`config.mk`:
```
export PLATFORM = sky130hd
export DESIGN_NAME = kb_event_rx
export DESIGN_NICKNAME = d
export VERILOG_FILES = /design/src/rtl/kb_pkg.sv /design/src/rtl/ps2_frame_rx.sv /design/src/rtl/kb_event_rx.sv
export SDC_FILE = /design/constraint.sdc
export NUM_CORES = 1
export LEC_CHECK = 0
export CORE_MARGIN = 2
export CORE_UTILIZATION = 56
export CTS_CLUSTER_SIZE = 40
export DETAILED_ROUTE_END_ITERATION = 8
export PLACE_DENSITY = 0.75
export SLEW_MARGIN = 10
export SYNTH_ARGS = -nofsm -noshare
export SYNTH_HDL_FRONTEND = slang
export SYNTH_SLANG_ARGS = --single-unit
export TNS_END_PERCENT = 10
```
`constraint.sdc`:
```
create_clock -name clk -period 2.74 [get_ports clk]
set_clock_uncertainty 0.05 [all_clocks]
set_input_delay 0.411 -clock clk [delete_from_list [all_inputs] [get_ports clk]]
set_output_delay 0.411 -clock clk [all_outputs]
set_load 0.02 [all_outputs]
```
`src/rtl/kb_pkg.sv`:
```
// Shared constants, event layout and frame FSM encoding for the PS/2 keyboard receive path.
package kb_pkg;

  localparam logic [7:0] SC_E0 = 8'hE0;
  localparam logic [7:0] SC_F0 = 8'hF0;
  localparam logic [7:0] SC_E1 = 8'hE1;
  localparam logic [7:0] SC_AA = 8'hAA;
  localparam logic [7:0] SC_FA = 8'hFA;
  localparam logic [7:0] SC_EE = 8'hEE;
  localparam logic [7:0] SC_FE = 8'hFE;
  localparam logic [7:0] SC_00 = 8'h00;
  localparam logic [7:0] SC_FF = 8'hFF;

  localparam int EVT_W = 10;

  typedef struct packed {
    logic       ext;
    logic       brk;
    logic [7:0] code;
  } kb_evt_t;

  typedef enum logic [1:0] {
    FR_IDLE,
    FR_DATA,
    FR_PARITY,
    FR_STOP
  } frame_state_e;

  // True for bytes that carry a key code rather than a prefix, ack or error marker.
  function automatic logic is_key_byte(input logic [7:0] b);
    return !(b inside {SC_E0, SC_F0, SC_E1, SC_AA, SC_FA, SC_EE, SC_FE, SC_00, SC_FF});
  endfunction

endpackage

```
`src/rtl/ps2_frame_rx.sv`:
```
// PS/2 line synchroniser, falling-edge sample strobe, 11-bit frame FSM and inactivity timeout.
module ps2_frame_rx
  import kb_pkg::*;
#(
  parameter int TIMEOUT_CYC = 5000,
  parameter int SYNC_STAGES = 2
) (
  input  logic       clk,
  input  logic       arst_n,
  input  logic       sclr,
  input  logic       ps2_clk_n,
  input  logic       ps2_dat,
  output logic       byte_stb,
  output logic [7:0] byte_data,
  output logic       err_parity,
  output logic       err_timeout
);

  localparam int TO_W = (TIMEOUT_CYC > 2) ? $clog2(TIMEOUT_CYC) : 1;
  localparam logic [TO_W-1:0] TO_LAST = TO_W'(TIMEOUT_CYC - 1);

  logic [SYNC_STAGES-1:0] clk_sync;
  logic [SYNC_STAGES-1:0] dat_sync;
  logic                   clk_d;
  logic                   dat_d;
  logic                   smp_stb;
  frame_state_e           state;
  logic [2:0]             bit_cnt;
  logic [7:0]             shreg;
  logic                   parity_ok;
  logic [TO_W-1:0]        tmo_cnt;

  // Lines idle high, so the chain resets to 1 to avoid a false falling edge after reset.
  always_ff @(posedge clk or negedge arst_n) begin
    if (!arst_n) begin
      clk_sync <= '1;
      dat_sync <= '1;
      clk_d    <= 1'b1;
      dat_d    <= 1'b1;
      smp_stb  <= 1'b0;
    end else if (sclr) begin
      clk_sync <= '1;
      dat_sync <= '1;
      clk_d    <= 1'b1;
      dat_d    <= 1'b1;
      smp_stb  <= 1'b0;
    end else begin
      clk_sync <= {clk_sync[SYNC_STAGES-2:0], ps2_clk_n};
      dat_sync <= {dat_sync[SYNC_STAGES-2:0], ps2_dat};
      clk_d    <= clk_sync[SYNC_STAGES-1];
      dat_d    <= dat_sync[SYNC_STAGES-1];
      smp_stb  <= clk_d & ~clk_sync[SYNC_STAGES-1];
    end
  end

  always_ff @(posedge clk or negedge arst_n) begin
    if (!arst_n) begin
      state       <= FR_IDLE;
      bit_cnt     <= '0;
      shreg       <= '0;
      parity_ok   <= 1'b0;
      tmo_cnt     <= '0;
      byte_stb    <= 1'b0;
      byte_data   <= '0;
      err_parity  <= 1'b0;
      err_timeout <= 1'b0;
    end else if (sclr) begin
      state       <= FR_IDLE;
      bit_cnt     <= '0;
      shreg       <= '0;
      parity_ok   <= 1'b0;
      tmo_cnt     <= '0;
      byte_stb    <= 1'b0;
      byte_data   <= '0;
      err_parity  <= 1'b0;
      err_timeout <= 1'b0;
    end else begin
      byte_stb    <= 1'b0;
      err_parity  <= 1'b0;
      err_timeout <= 1'b0;
      if (smp_stb) begin
        tmo_cnt <= '0;
        unique case (state)
          FR_IDLE: begin
            if (!dat_d) begin
              state   <= FR_DATA;
              bit_cnt <= '0;
            end
          end
          FR_DATA: begin
            shreg   <= {dat_d, shreg[7:1]};
            bit_cnt <= bit_cnt + 3'd1;
            if (bit_cnt == 3'd7) state <= FR_PARITY;
          end
          FR_PARITY: begin
            parity_ok <= ^{shreg, dat_d};
            state     <= FR_STOP;
          end
          FR_STOP: begin
            state <= FR_IDLE;
            if (parity_ok && dat_d) begin
              byte_stb  <= 1'b1;
              byte_data <= shreg;
            end else begin
              err_parity <= 1'b1;
            end
          end
          default: state <= FR_IDLE;
        endcase
      end else if (state != FR_IDLE) begin
        if (tmo_cnt == TO_LAST) begin
          err_timeout <= 1'b1;
          state       <= FR_IDLE;
          tmo_cnt     <= '0;
        end else begin
          tmo_cnt <= tmo_cnt + 1'b1;
        end
      end
    end
  end

endmodule

```
`src/rtl/kb_event_rx.sv`:
```
// PS/2 keyboard receive path: frame receiver, scan-code set 2 decoder and show-ahead event FIFO.
// Optional typematic repeat suppression is built when KB_TYPEMATIC_FILTER_EN is defined.
module kb_event_rx
  import kb_pkg::*;
#(
  parameter int FIFO_DEPTH  = 8,
  parameter int TIMEOUT_CYC = 5000,
  parameter int SYNC_STAGES = 2
) (
  input  logic                        clk,
  input  logic                        i_arst_n,
  input  logic                        i_sclr,
  input  logic                        i_ps2_clk_n,
  input  logic                        i_ps2_dat,
  output logic                        o_evt_valid,
  input  logic                        i_evt_ready,
  output logic [7:0]                  o_evt_code,
  output logic                        o_evt_ext,
  output logic                        o_evt_brk,
  output logic [$clog2(FIFO_DEPTH):0] o_fifo_cnt,
  output logic                        o_ovf,
  output logic                        o_err_parity,
  output logic                        o_err_frame,
  output logic [15:0]                 o_last_code
);

  localparam int PW = $clog2(FIFO_DEPTH);
  localparam logic [PW:0] DEPTH_C = FIFO_DEPTH[PW:0];

  logic             byte_stb;
  logic [7:0]       byte_data;
  logic             tmo_err;
  logic             dec_err;
  logic             ext_q;
  logic             brk_q;
  logic [2:0]       e1_left;
  logic             evt_push;
  kb_evt_t          evt_in;
  logic             held_hit;
  logic [EVT_W-1:0] mem [FIFO_DEPTH];
  logic [PW-1:0]    wr_ptr;
  logic [PW-1:0]    rd_ptr;
  logic [PW:0]      cnt;
  kb_evt_t          head;
  logic             pop;
  logic             full;
  logic             do_wr;

  ps2_frame_rx #(
    .TIMEOUT_CYC (TIMEOUT_CYC),
    .SYNC_STAGES (SYNC_STAGES)
  ) u_frame (
    .clk         (clk),
    .arst_n      (i_arst_n),
    .sclr        (i_sclr),
    .ps2_clk_n   (i_ps2_clk_n),
    .ps2_dat     (i_ps2_dat),
    .byte_stb    (byte_stb),
    .byte_data   (byte_data),
    .err_parity  (o_err_parity),
    .err_timeout (tmo_err)
  );

`ifdef KB_TYPEMATIC_FILTER_EN
  logic       held_v;
  logic [8:0] held_key;

  assign held_hit = held_v && (held_key == {ext_q, byte_data});

  // A new make becomes the held key; only the break of that same key releases it.
  always_ff @(posedge clk or negedge i_arst_n) begin
    if (!i_arst_n) begin
      held_v   <= 1'b0;
      held_key <= '0;
    end else if (i_sclr) begin
      held_v   <= 1'b0;
      held_key <= '0;
    end else if (byte_stb && (e1_left == 3'd0) && is_key_byte(byte_data)) begin
      if (brk_q) begin
        if (held_hit) held_v <= 1'b0;
      end else begin
        held_v   <= 1'b1;
        held_key <= {ext_q, byte_data};
      end
    end
  end
`else
  assign held_hit = 1'b0;
`endif

  always_ff @(posedge clk or negedge i_arst_n) begin
    if (!i_arst_n) begin
      ext_q       <= 1'b0;
      brk_q       <= 1'b0;
      e1_left     <= '0;
      evt_push    <= 1'b0;
      evt_in      <= '0;
      dec_err     <= 1'b0;
      o_last_code <= '0;
    end else if (i_sclr) begin
      ext_q       <= 1'b0;
      brk_q       <= 1'b0;
      e1_left     <= '0;
      evt_push    <= 1'b0;
      evt_in      <= '0;
      dec_err     <= 1'b0;
      o_last_code <= '0;
    end else begin
      evt_push <= 1'b0;
      dec_err  <= 1'b0;
      if (byte_stb) begin
        if (e1_left != 3'd0) begin
          // Pause sequence: swallow its tail and report it as a single E1 make.
          e1_left <= e1_left - 3'd1;
          if (e1_left == 3'd1) begin
            evt_push    <= 1'b1;
            evt_in      <= {2'b00, SC_E1};
            o_last_code <= {8'h00, SC_E1};
          end
        end else if (is_key_byte(byte_data)) begin
          ext_q <= 1'b0;
          brk_q <= 1'b0;
          if (brk_q || !held_hit) begin
            evt_push <= 1'b1;
            evt_in   <= {ext_q, brk_q, byte_data};
          end
          if (!brk_q && !held_hit) o_last_code <= {(ext_q ? SC_E0 : 8'h00), byte_data};
        end else begin
          ext_q <= (byte_data == SC_E0) ? 1'b1 : ((byte_data == SC_F0) ? ext_q : 1'b0);
          brk_q <= (byte_data == SC_F0) ? 1'b1 : ((byte_data == SC_E0) ? brk_q : 1'b0);
          if (byte_data == SC_E1) e1_left <= 3'd7;
          if ((byte_data == SC_00) || (byte_data == SC_FF)) dec_err <= 1'b1;
        end
      end
    end
  end

  assign full  = (cnt == DEPTH_C);
  assign pop   = (cnt != '0) && i_evt_ready;
  assign do_wr = evt_push && (!full || pop);

  always_ff @(posedge clk) begin
    if (do_wr) mem[wr_ptr] <= evt_in;
  end

  always_ff @(posedge clk or negedge i_arst_n) begin
    if (!i_arst_n) begin
      wr_ptr <= '0;
      rd_ptr <= '0;
      cnt    <= '0;
      o_ovf  <= 1'b0;
    end else if (i_sclr) begin
      wr_ptr <= '0;
      rd_ptr <= '0;
      cnt    <= '0;
      o_ovf  <= 1'b0;
    end else begin
      if (do_wr) wr_ptr <= wr_ptr + 1'b1;
      if (pop) rd_ptr <= rd_ptr + 1'b1;
      if (evt_push && full && !pop) o_ovf <= 1'b1;
      case ({do_wr, pop})
        2'b10:   cnt <= cnt + 1'b1;
        2'b01:   cnt <= cnt - 1'b1;
        default: cnt <= cnt;
      endcase
    end
  end

  // Head is gated so the event outputs read zero while the FIFO is empty.
  assign head        = kb_evt_t'(mem[rd_ptr]);
  assign o_evt_valid = (cnt != '0);
  assign o_evt_code  = o_evt_valid ? head.code : 8'h00;
  assign o_evt_ext   = o_evt_valid & head.ext;
  assign o_evt_brk   = o_evt_valid & head.brk;
  assign o_fifo_cnt  = cnt;
  assign o_err_frame = tmo_err | dec_err;

endmodule

```
### Yosys cells after proc, flatten, opt, wreduce, memory -nomap -nowiden

Memories as Yosys holds them, arrays and structs flattened.
Cells that the tools add are included.

* memories: 1
* register bits after elaboration: 89
* logic and storage cells: 199
* bits of input ports: 6
* output and inout bits: 34
* bits in writable memories: 80

Memories
* mem: depth 8, width 10, rd ports 1, clocked after memory_dff 0, write ports 1, line kb_event_rx.sv:40 `logic [EVT_W-1:0] mem [FIFO_DEPTH];`

* reduce and logical (&&, ||, !) cells: 41
* add/sub/neg operators: 7
* mux-type cells: 92
* bitwise logic cells: 5
* equality and inequality tests: 26

Operators by type and width (count)
* $mux 16: 6
* $mux 8: 9
* $eq 8x8->1 const B: 8
* $mux 13: 4
* $mux 10: 5
* $mux 1: 44
* $mux 3: 12
* $reduce_bool 3->1: 7
* $reduce_bool 2->1: 10
* $reduce_and 3->1: 6
* $mux 2: 8
* $add 13x1->13 const B: 1
* $eq 13x13->1 const B: 1
* $ne 4x4->1 const B: 3
* $add 3x1->3 const B: 3
* $reduce_bool 9->1: 1
* $reduce_xor 9->1: 1
* $logic_not 8->1: 1
* $pmux 2 s4: 1
* $pmux 4 s2: 1
* $reduce_and 4->1: 2
* $eq 2x2->1 const B: 3
* $ne 3x2->1 const B: 2
* $ne 3x3->1 const B: 2
* other kinds (20): 30

### Logic depth before layout (Yosys ltp)

Gate-level depths: netlist of run 1.

* word-level depth: 7
* gate-level depth with buffers: 9
* depth with buffers taken out: 8

### Cells and area by module

Synthesis of run 1 repeated with hierarchy kept, for this count alone.

* cell total of the unflattened synthesis: 536
* area total of the unflattened synthesis: 7241.9 µm²

By module, submodules not included
* kb_event_rx: seq. area each 3328.2 µm², times used 1, area an instance 5077.4 µm², cells an instance 334
* ps2_frame_rx: seq. area each 1133.6 µm², times used 1, area an instance 2164.6 µm², cells an instance 202

### Worst setup path after synthesis of run 1

No wires, ideal clock.

* path type: reg2reg
* start point: reg cnt[1], in the netlist o_fifo_cnt[1]
* end point: mem mem[0][0], enable pin
* arrival time: 2157 ps
* path buffers: 1
* period minus slack after synthesis: 2596 ps
* setup slack: 144 ps
* required time: 2300 ps
* setup time: 390 ps
* cell stages (with the launch flop): 7
* path through: dfrtp_1 -> clkbuf_1 -> nor3_1 -> nand2_1 -> o21ai_0 -> or2_2 -> nor3_1

* word-level cells in the longest chain between the ends: 6
* elaborated cells between the ends (all ways): 8
* those cells by class: 1 x eq/ne; 2 x mux; 5 x reduce/logical

Ends and longest elaborated chain
* from (decl): line kb_event_rx.sv:43 `logic [PW:0] cnt;`
* from (signal assigned): line kb_event_rx.sv:162 `2'b10: cnt <= cnt + 1'b1;`
* from (signal assigned): line kb_event_rx.sv:163 `2'b01: cnt <= cnt - 1'b1;`
* from (signal assigned): line kb_event_rx.sv:164 `default: cnt <= cnt;`
* $eq 4x4->1 or $reduce_bool 4->1 (tied branches): line kb_event_rx.sv:138, kb_event_rx.sv:139
* $logic_not 1->1 or $logic_and 1x1->1 (tied branches): line kb_event_rx.sv:140, kb_event_rx.sv:139
* $logic_or 1x1->1 *: line kb_event_rx.sv:140 `assign do_wr = evt_push && (!full || pop);`
* $logic_and 1x1->1 *: line kb_event_rx.sv:140
* $mux 1 *: line kb_event_rx.sv:143 `if (do_wr) mem[wr_ptr] <= evt_in;`
* $mux 1 (implied by the code) *: line kb_event_rx.sv:143
* to (decl): line kb_event_rx.sv:40

Mark *: on every way between the ends. The rest lies on a longest branch, timed or not.

### Final worst setup path of run 1

* start point: reg rd_ptr[0]
* end point: out o_evt_code[5]

* word-level cells in the longest chain between the ends: 2

Ends and longest elaborated chain
* from (decl): line kb_event_rx.sv:42 `logic [PW-1:0] rd_ptr;`
* from (signal assigned): line kb_event_rx.sv:159 `if (pop) rd_ptr <= rd_ptr + 1'b1;`
* $mem_v2 8x10
* $mux 8: line kb_event_rx.sv:172 `assign o_evt_code = o_evt_valid ? head.code : 8'h00;`
* to (decl): line kb_event_rx.sv:17 `output logic [7:0] o_evt_code,`

No other way between the ends.

==> impl_metrics.py, run 1 <==
metrics = {
    "synth": {
        "synthTopCellsByCount": "80 x edfxtp_1, 76 x dfrtp_1, 69 x nand2_1",
        "yosys.cell_count.top_type": "edfxtp_1",
        "synth_area_sq_mm": 0.007287,
        "synth_top_flop_cell": "edfxtp_1",
        "syn_avg_cell_area_sq_um": 12.50,
        "synth_warnings": 0,
        "ys_top_cells_by_area": "edfxtp_1 33%, dfrtp_1 26%, mux4_2 6.2%",
        "synth_top_area_cell": "edfxtp_1",
        "netlist_instances": 583,
        "synthArstFlopShare_pct": 50.62,
        "synth-seq-cells": 162,
        "synth_edf_count": 80,
        "netlist.area_leader.share_pct": 32.97,
        "ys_seq_area_share_pct": 61.23,
        "synth_cell_type_count": 64,
    },
    "run": {
        "maxCapViolations": 0,
    },
    "layout": {
        "final_net_count": 648,
        "drive_above_1_share_pct": 15.31,
        "antenna_cells": 0,
        "ff_latch_area_sq_mm": 0.004463,
        "stdcell_area_sq_mm": 0.008409,
        "fill_cells": 927,
        "multi_input_area_sq_mm": 0.002634,
        "layoutNonFillerInstCount": 812,
        "area_growth_pct": 15.40,
    },
    "critical_path": {
        "cp-endpoint": "o_evt_code[5]",
        "crit_fanout": 19,
        "r2r_setup_slack_ps": 420,
        "crit_required_ps": 2280,
        "crit_chain": "buf_12 -> mux4_2 -> mux2i_1 -> nor2_1 -> dlygate4sd2_1",
        "r2r_cells": 8,
        "worstSetupEndpointType": "output pin",
        "rr_startpoint": "o_fifo_cnt[1]$_DFFE_PN0P_",
        "critPathSlowestCell": "mux4_2",
        "critPathLaunchType": "flip-flop",
        "crit_arrival_ps": 2170,
        "cp-startpoint": "rd_ptr[0]$_DFFE_PN0P_",
        "rr_endpoint": "o_fifo_cnt[3]$_DFFE_PN0P_",
        "crit_type": "flip-flop to output pin",
        "cpPeakStageDelay_ps": 540,
    },
    "timing": {
        "finalSetupViolCount": 0,
        "tightestPinTransition_ps": 1001,
        "min_period_over_period_pct": 95.91,
        "fin_crit_ps": 2628,
        "slew_viol_final": 0,
        "tns_ps": 0,
        "fmax_mhz": 380.5,
        "hold_viol": 0,
        "grt_setup_unrepaired": "no",
        "relSlewSlack_pct": 33.26,
    },
    "die": {
        "io_pins": 40,
        "die_w_microns": 118.1,
        "start_util_pct": 57.51,
        "core_sq_mm": 0.01267,
        "die-area_sq_mm": 0.01394,
        "core.rowCount": 41,
        "die_h_microns": 118.1,
    },
    "placed_design": {
        "place_congestion": 0.8966,
        "dp_cells": 781,
        "port_buffers": 34,
        "dp_hpwl_microns": 9379,
        "place_area_sq_mm": 0.007861,
    },
    "clock_network": {
        "clk_latency_ps": 420,
        "cts-root-buf": "clkbuf_16",
        "clk_pin_slew_worst_paths_ps": 60,
        "hold_buffers": 0,
        "h-tree-depth": 4,
        "cts_tree": "yes",
        "numClockSinks": 162,
        "clockBufferDepth": 2,
        "numCtsBuffers": 17,
    },
    "drt": {
        "dr.pass1.iters": 4,
        "viasPerCell": 5.800,
        "drcViolationCount": 0,
        "wl_per_cell_microns": 17.96,
        "drt-total-wl_microns": 14590,
        "first_iter_violations": 401,
        "vias": 4710,
        "ant_nets": 0,
    },
    "pwr": {
        "switching_share_pct": 25.84,
        "peakVddDrop_mv": 0.3399,
        "intPower_uw": 4348,
        "p_seq_share_pct": 45.9,
        "power_density_mw_per_mm2": 697.3,
        "comb_power_share_pct": 16.3,
        "clkPwrFrac_pct": 37.8,
        "p_sw_uw": 1515,
        "power.leakage_uw": 0.003331,
    },
    "global_route": {
        "grt_pass1_wl_microns": 24500,
        "grt_overflow": 0,
        "first_global_vias": 4747,
        "antenna_found_initial": 0,
        "grt_usage_pct": 22.61,
        "grt_max_degree": 83,
    },
    "min_path": {
        "hold_path_class": "input port to asynchronous set/reset pin",
    },
    "outcome": {
        "status": "completed",
    },
}
-- state kept, by name (all words and copies together) (netlist names), 2 cells and up --
name               cells
mem                   80
u_frame.tmo_cnt       13
evt_in                10
o_last_code            9
u_frame.byte_data      8
u_frame.shreg          8
o_fifo_cnt             4
e1_left                3
rd_ptr                 3
u_frame.bit_cnt        3
wr_ptr                 3
u_frame.clk_sync       2
u_frame.dat_sync       2
u_frame.state          2
-- routing by layer --
layer,track usage (%),vias up,part of all wire [%]
li1,-,2219,-
met1,30.25,2345,44
met2,36.96,127,51
met3,4.167,19,3.9
met4,8.810,0,1.7
met5,0,-,0
-- critical path: cells and delay by family (launching register included) --
family | cells | cell delay, ps
mux | 2 | 700
simple gates | 1 | 80
buf+inv | 2 | 540
flops | 1 | 430
-- power by group through the flow --
stage / combinational, uW / clock, uW / sequential [uW]
after floorplan: 628 / 0 / 2720
after CTS: 960 / 2250 / 2680
after detailed placement: 978 / 0 / 2730
after global routing: 1040 / 2360 / 2700
final: 956 / 2220 / 2690
after global placement: 949 / 0 / 2720
-- worst min-delay path by stage --
stage | startpoint | to | slack [ps] | cells after the start
floorplan | i_arst_n | brk_q$_DFFE_PN0P_ | 70 | 0
global placement | u_frame.clk_d$_DFF_PN1_ | u_frame.smp_stb$_DFF_PN0_ | 410 | 2
detailed placement | u_frame.clk_d$_DFF_PN1_ | u_frame.smp_stb$_DFF_PN0_ | 410 | 2
CTS | i_arst_n | u_frame.bit_cnt[0]$_DFFE_PN0P_ | 150 | 1
global route | i_arst_n | u_frame.bit_cnt[0]$_DFFE_PN0P_ | 200 | 1
finish | i_arst_n | u_frame.bit_cnt[0]$_DFFE_PN0P_ | 110 | 1
-- through the flow --
stage | setup slack (ps) | hold slack [ps] | total power, uW | util, %
4_1_cts | 52.12 | 150.4 | 5890 | 66.30
2_1_floorplan | 143.6 | 65.41 | 3347 | -
3_3_place_gp | 305.1 | 409.0 | 3669 | 62.04
6_report | 112.0 | 107.8 | 5863 | 66.37
3_5_place_dp | 261.7 | 410.9 | 3705 | 62.04
5_1_grt | 11.44 | 199.2 | 6101 | 66.37
-- what timing repair did --
item | CTS | global route
endpoints found under the hold margin | 0 | 0
gates resized for setup | 11 | 1
setup buffers | 0 | 0
setup endpoints to repair | 10 | 1
-- layout by cell type (no fill, tap or decap), drive strengths merged, types with 4 or more instances in the layout --
| cell type | instances |
|---|---|
| nor3b | 4 |
| a221oi | 4 |
| nor2 | 56 |
| or3 | 4 |
| a21oi | 33 |
| inv | 19 |
| ha | 14 |
| a31oi | 9 |
| xor2 | 9 |
| o221ai | 6 |
| dfrtp | 76 |
| nand2b | 7 |
| conb | 5 |
| clkinv | 7 |
| mux4 | 20 |
| nor2b | 4 |
| nand4 | 7 |
| clkbuf | 19 |
| buf | 21 |
| o31ai | 4 |
| dlygate4sd2 | 10 |
| nand2 | 69 |
| xnor2 | 10 |
| nor3 | 11 |
| or2 | 14 |
| mux2i | 12 |
| o311a | 4 |
| edfxtp | 80 |
| a32o | 5 |
| clkdlybuf4s50 | 22 |
| nand3 | 15 |
| dfstp | 6 |
| o21ai | 13 |
-- cell families after synthesis --
| kind of cell | count (synthesis) | share of synthesized area (%) |
|---|---|---|
| mux | 32 | 7.830 |
| simple gates | 206 | 13.48 |
| buf+inv | 50 | 3.039 |
| compound gates | 98 | 9.375 |
| flops | 162 | 61.23 |
| xor+xnor | 20 | 2.593 |
| other cells | 1 | 0.05146 |
| fa+ha+maj | 14 | 2.404 |
-- area by class of cell --
cell class	instances	area share, %
Inverter	19	0.8481
Tap cell	172	2.559
Clock buffer	19	5.148
Sequential cell	162	53.07
Clock inverter	12	1.399
Timing Repair Buffer	53	5.654
Multi-Input combinational cell	375	31.32
Power figures use the tool's default switching activity.
==> inputs of run 2 (changes only) <==
CORE_MARGIN = 3   (was 2)
CTS_CLUSTER_DIAMETER = 50   (was unset)
==> impl_metrics.py, run 2 (synthesized netlist as in run 1, its figures left out) <==
metrics = {
    "critical_path": {
        "rr_startpoint": "o_fifo_cnt[1]$_DFFE_PN0P_",
        "cpPeakStageDelay_ps": 520,
        "cp-endpoint": "o_evt_code[1]",
        "critPathSlowestCell": "mux4_2",
        "crit_chain": "buf_12 -> mux4_2 -> mux2i_1 -> nor2_1 -> dlygate4sd2_1",
        "worstSetupEndpointType": "output pin",
        "r2r_cells": 6,
        "crit_type": "flip-flop to output pin",
        "rr_endpoint": "mem[0][2]$_DFFE_PP_",
        "crit_fanout": 10,
        "r2r_setup_slack_ps": 340,
        "cp-startpoint": "rd_ptr[0]$_DFFE_PN0P_",
        "critPathLaunchType": "flip-flop",
        "crit_required_ps": 2280,
        "crit_arrival_ps": 2170,
    },
    "pwr": {
        "power_density_mw_per_mm2": 694.5,
        "p_seq_share_pct": 46.3,
        "switching_share_pct": 26.68,
        "p_sw_uw": 1553,
        "power.leakage_uw": 0.003308,
        "comb_power_share_pct": 16.8,
        "peakVddDrop_mv": 0.4275,
        "clkPwrFrac_pct": 36.9,
        "intPower_uw": 4270,
    },
    "timing": {
        "fmax_mhz": 379.6,
        "finalSetupViolCount": 0,
        "hold_viol": 0,
        "fin_crit_ps": 2635,
        "relSlewSlack_pct": 32.01,
        "tns_ps": 0,
        "slew_viol_final": 0,
        "tightestPinTransition_ps": 1020,
        "fin_hold_ws_ps": 106.8,
        "grt_setup_unrepaired": "no",
        "min_period_over_period_pct": 96.15,
    },
    "layout": {
        "top_register": "mem",
        "layout_common_cells": "80 x edfxtp_1, 75 x dfrtp_1, 69 x nand2_1",
        "layout_commonest_cell": "edfxtp_1",
        "area_growth_pct": 15.06,
        "antenna_cells": 0,
        "reg_top3": "mem x80, u_frame.tmo_cnt x13, evt_in x10",
        "drive_above_1_share_pct": 15.07,
        "final_net_count": 644,
        "layoutNonFillerInstCount": 809,
        "largest_reg_flops": 80,
    },
    "clock_network": {
        "clockBufferDepth": 2,
        "h-tree-depth": 4,
        "numCtsBuffers": 17,
        "clk_latency_ps": 430,
        "numClockSinks": 162,
        "postCtsSetupRepairBufs": 0,
        "cts_tree": "yes",
        "clk_pin_slew_worst_paths_ps": 60,
        "cts-root-buf": "clkbuf_16",
    },
    "global_route": {
        "first_global_vias": 4810,
        "grt_overflow": 0,
        "use_met1_pct": 28.88,
        "antenna_found_initial": 0,
        "grt.met2_usage_pct": 37.13,
        "grt_util_met3_pct": 4.760,
        "grt_pass1_wl_microns": 24890,
        "grt_max_degree": 83,
        "grt_busiest_layer": "met2",
        "grt_usage_pct": 22.30,
    },
    "drt": {
        "first_iter_violations": 398,
        "viasPerCell": 5.885,
        "dr.pass1.iters": 5,
        "drcViolationCount": 0,
        "ant_nets": 0,
        "drt-total-wl_microns": 14950,
        "vias": 4761,
        "wl_per_cell_microns": 18.48,
    },
    "die": {
        "core_sq_mm": 0.01267,
        "die-area_sq_mm": 0.01442,
        "die_w_microns": 120.1,
        "core.rowCount": 41,
        "die_h_microns": 120.1,
        "start_util_pct": 57.51,
        "io_pins": 40,
    },
    "min_path": {
        "hold_path_class": "input port to asynchronous set/reset pin",
    },
    "outcome": {
        "status": "completed",
    },
    "run": {
        "maxCapViolations": 0,
    },
    "placed_design": {
        "place_congestion": 0.8814,
        "dp_cells": 776,
        "port_buffers": 34,
        "dp_hpwl_microns": 9546,
    },
}
[run 2: final cells by class]
type / instances / area (sq um)
clock buffers: 24 / 481.7
clock inverters: 8 / 56.30
fillers: 949 / 4287
inverters: 19 / 71.32
multi-input cells: 375 / 2634
flip-flops and latches: 162 / 4463
well taps: 172 / 215.2
repair buffers: 49 / 462.9
[run 2: per-layer routing]
layer | vias up | part of all wire [%]
met2 | 137 | 51
met3 | 15 | 4.4
met4 | 0 | 1.6
met5 | - | 0
li1 | 2219 | -
met1 | 2390 | 43
[run 2: timing repair]
item                                    in CTS  in global routing
gates resized for setup                     10                  2
endpoints found under the setup margin      10                  2
pin swaps                                    0                  0
cloned                                       0                  1
hold buffers                                 0                  0
[run 2: how the worst min path moves through the flow]
| stage | to | cells past startpoint | from | slack, ps |
|---|---|---|---|---|
| final | u_frame.tmo_cnt[11]$_DFFE_PN0N_ | 1 | i_arst_n | 110 |
| after floorplan | brk_q$_DFFE_PN0P_ | 0 | i_arst_n | 70 |
| after global routing | u_frame.tmo_cnt[11]$_DFFE_PN0N_ | 1 | i_arst_n | 180 |
| after global placement | u_frame.smp_stb$_DFF_PN0_ | 2 | u_frame.clk_d$_DFF_PN1_ | 400 |
| after CTS | u_frame.tmo_cnt[9]$_DFFE_PN0N_ | 1 | i_arst_n | 140 |
| after detailed placement | u_frame.smp_stb$_DFF_PN0_ | 2 | u_frame.clk_d$_DFF_PN1_ | 410 |
[run 2: per-stage QoR]
step | utilization, % | area [sq um] | total power [uW] | setup slack [ps]
after floorplan | - | 7302 | 3347 | 143.6
after global placement | 61.75 | 7824 | 3661 | 283.2
after detailed placement | 61.75 | 7824 | 3696 | 119.9
after CTS | 65.89 | 8349 | 5805 | 68.86
after global routing | 66.17 | 8384 | 6071 | 13.01
final | 66.17 | 8384 | 5823 | 105.5
[run 2: worst max-delay path, delay by kind of cell (launching register included)]
| family | cells | cell delay (ps) |
|---|---|---|
| flops | 1 | 470 |
| mux | 2 | 710 |
| buf+inv | 2 | 500 |
| simple gates | 1 | 60 |
[run 2: power by group through the flow]
stage          Combinational, uW  Clock (uW)  Sequential, uW
6_report                     977        2150            2700
5_1_grt                     1070        2300            2700
4_1_cts                      949        2180            2680
3_5_place_dp                 973           0            2720
3_3_place_gp                 942           0            2720
2_1_floorplan                628           0            2720
==> inputs of run 3 (changes only) <==
CTS_BUF_LIST = sky130_fd_sc_hd__clkbuf_8   (was unset)
==> impl_metrics.py, run 3 (synthesized netlist as in run 1, its figures left out) <==
metrics = {
    "layout": {
        "top_register": "mem",
        "stdcell_area_sq_mm": 0.008193,
        "largest_reg_flops": 80,
        "layoutNonFillerInstCount": 810,
        "drive_above_1_share_pct": 15.20,
        "layout_commonest_cell": "edfxtp_1",
        "area_growth_pct": 12.43,
        "antenna_cells": 0,
        "layout_common_cells": "80 x edfxtp_1, 75 x dfrtp_1, 69 x nand2_1",
        "fill_cells": 972,
        "final_net_count": 645,
        "finish.utilization_pct": 64.66,
        "reg_top3": "mem x80, u_frame.tmo_cnt x13, evt_in x10",
    },
    "drt": {
        "dr.pass1.iters": 6,
        "ant_nets": 0,
        "vias": 4735,
        "drt-total-wl_microns": 14700,
        "viasPerCell": 5.846,
        "drcViolationCount": 0,
        "first_iter_violations": 407,
        "wl_per_cell_microns": 18.14,
    },
    "clock_network": {
        "cts-root-buf": "clkbuf_8",
        "numClockSinks": 162,
        "clk_pin_slew_worst_paths_ps": 90,
        "numCtsBuffers": 17,
        "h-tree-depth": 4,
        "clockBufferDepth": 2,
        "cts_tree": "yes",
        "clk_latency_ps": 450,
    },
    "placed_design": {
        "port_buffers": 34,
        "place_area_sq_mm": 0.007824,
        "place_congestion": 0.8814,
        "dp_hpwl_microns": 9546,
        "dp_cells": 776,
        "place_ws_ps": 119.9,
    },
    "timing": {
        "slew_viol_final": 0,
        "fin_hold_ws_ps": 70.20,
        "relSlewSlack_pct": 32.72,
        "fmax_mhz": 377.4,
        "hold_viol": 0,
        "fin_crit_ps": 2650,
        "layout_setup_ws_ps": 90.39,
        "finalSetupViolCount": 0,
        "tightestPinTransition_ps": 1005,
        "min_period_over_period_pct": 96.70,
    },
    "run": {
        "maxCapViolations": 0,
    },
    "critical_path": {
        "crit_type": "flip-flop to output pin",
        "crit_fanout": 10,
        "crit_arrival_ps": 2190,
        "worstSetupEndpointType": "output pin",
        "crit_required_ps": 2280,
        "critPathLaunchType": "flip-flop",
    },
    "pwr": {
        "peakVddDrop_mv": 0.3889,
        "power_density_mw_per_mm2": 633.4,
        "power.leakage_uw": 0.003237,
    },
    "die": {
        "die_w_microns": 120.1,
        "core_sq_mm": 0.01267,
        "die-area_sq_mm": 0.01442,
        "start_util_pct": 57.51,
        "die_h_microns": 120.1,
        "core.rowCount": 41,
        "io_pins": 40,
    },
    "global_route": {
        "antenna_found_initial": 0,
        "grt_overflow": 0,
        "grt_max_degree": 83,
        "grt_usage_pct": 21.92,
        "first_global_vias": 4770,
        "grt_pass1_wl_microns": 24590,
    },
    "outcome": {
        "status": "completed",
    },
    "min_path": {
        "hold_path_class": "input port to asynchronous set/reset pin",
    },
}
==> run 3: cell type report <==
type                            instances  area (sq um)  share of cell area [%]
Inverter                               19         71.32                  0.8705
Clock inverter                         12         71.32                  0.8705
Timing Repair Buffer                   50         471.7                   5.757
Multi-Input combinational cell        375          2625                   32.04
Tap cell                              172         215.2                   2.627
Sequential cell                       162          4463                   54.47
Clock buffer                           20         275.3                   3.360
==> run 3: metal layers <==
metal | global-route usage, % | part of all wire, % | vias up
li1 | - | - | 2219
met1 | 28.76 | 43 | 2369
met2 | 36.49 | 51 | 130
met3 | 4.336 | 4.1 | 17
met4 | 8.160 | 1.5 | 0
met5 | 0 | 0 | -
==> run 3: path summary, 6_finish.rpt <==
path | startpoint | endpoint | slack [ps] | cells after the start
worst min-delay path | i_arst_n | u_frame.tmo_cnt[11]$_DFFE_PN0N_ | 70 | 1
worst max-delay path | rd_ptr[0]$_DFFE_PN0P_ | o_evt_code[0] | 90 | 5
worst min register to register | u_frame.clk_d$_DFF_PN1_ | u_frame.smp_stb$_DFF_PN0_ | 420 | 2
worst max register to register | o_fifo_cnt[1]$_DFFE_PN0P_ | o_fifo_cnt[3]$_DFFE_PN0P_ | 350 | 8
max in group asynchronous | i_arst_n | rd_ptr[0]$_DFFE_PN0P_ | 1850 | 1
min in group clk | i_sclr | o_last_code[5]$_DFFE_PN0P_ | 320 | 2
==> run 3: power by group <==
| group | total (uW) | leakage, uW | switching [uW] | internal [uW] |
|---|---|---|---|---|
| clock network | 1520 | 0.000183 | 836 | 684 |
| logic | 985 | 0.00107 | 536 | 449 |
| registers | 2680 | 0.00199 | 91.2 | 2590 |
| total | 5190 | 0.00324 | 1460 | 3730 |
==> run 3: stage by stage <==
step | setup TNS, ps | power [uW]
5_1_grt | -24.84 | 5435
3_3_place_gp | 0 | 3661
6_report | 0 | 5190
2_1_floorplan | 0 | 3347
3_5_place_dp | 0 | 3696
4_1_cts | 0 | 5176
==> run 3: worst max-delay path, stage by stage (launching register included) <==
cell and delay (ps):
dfrtp_2 480, clkbuf_16 220, mux4_2 500, mux2i_1 160, nor2_1 50, dlygate4sd2_1 310
==> run 3: timing repair <==
item / CTS / global route
buffers inserted: 0 / 1
resized for setup: 10 / 2
cloned: 0 / 1
hold buffers: 0 / 0
pin swaps: 0 / 0
setup endpoints to repair: 10 / 9
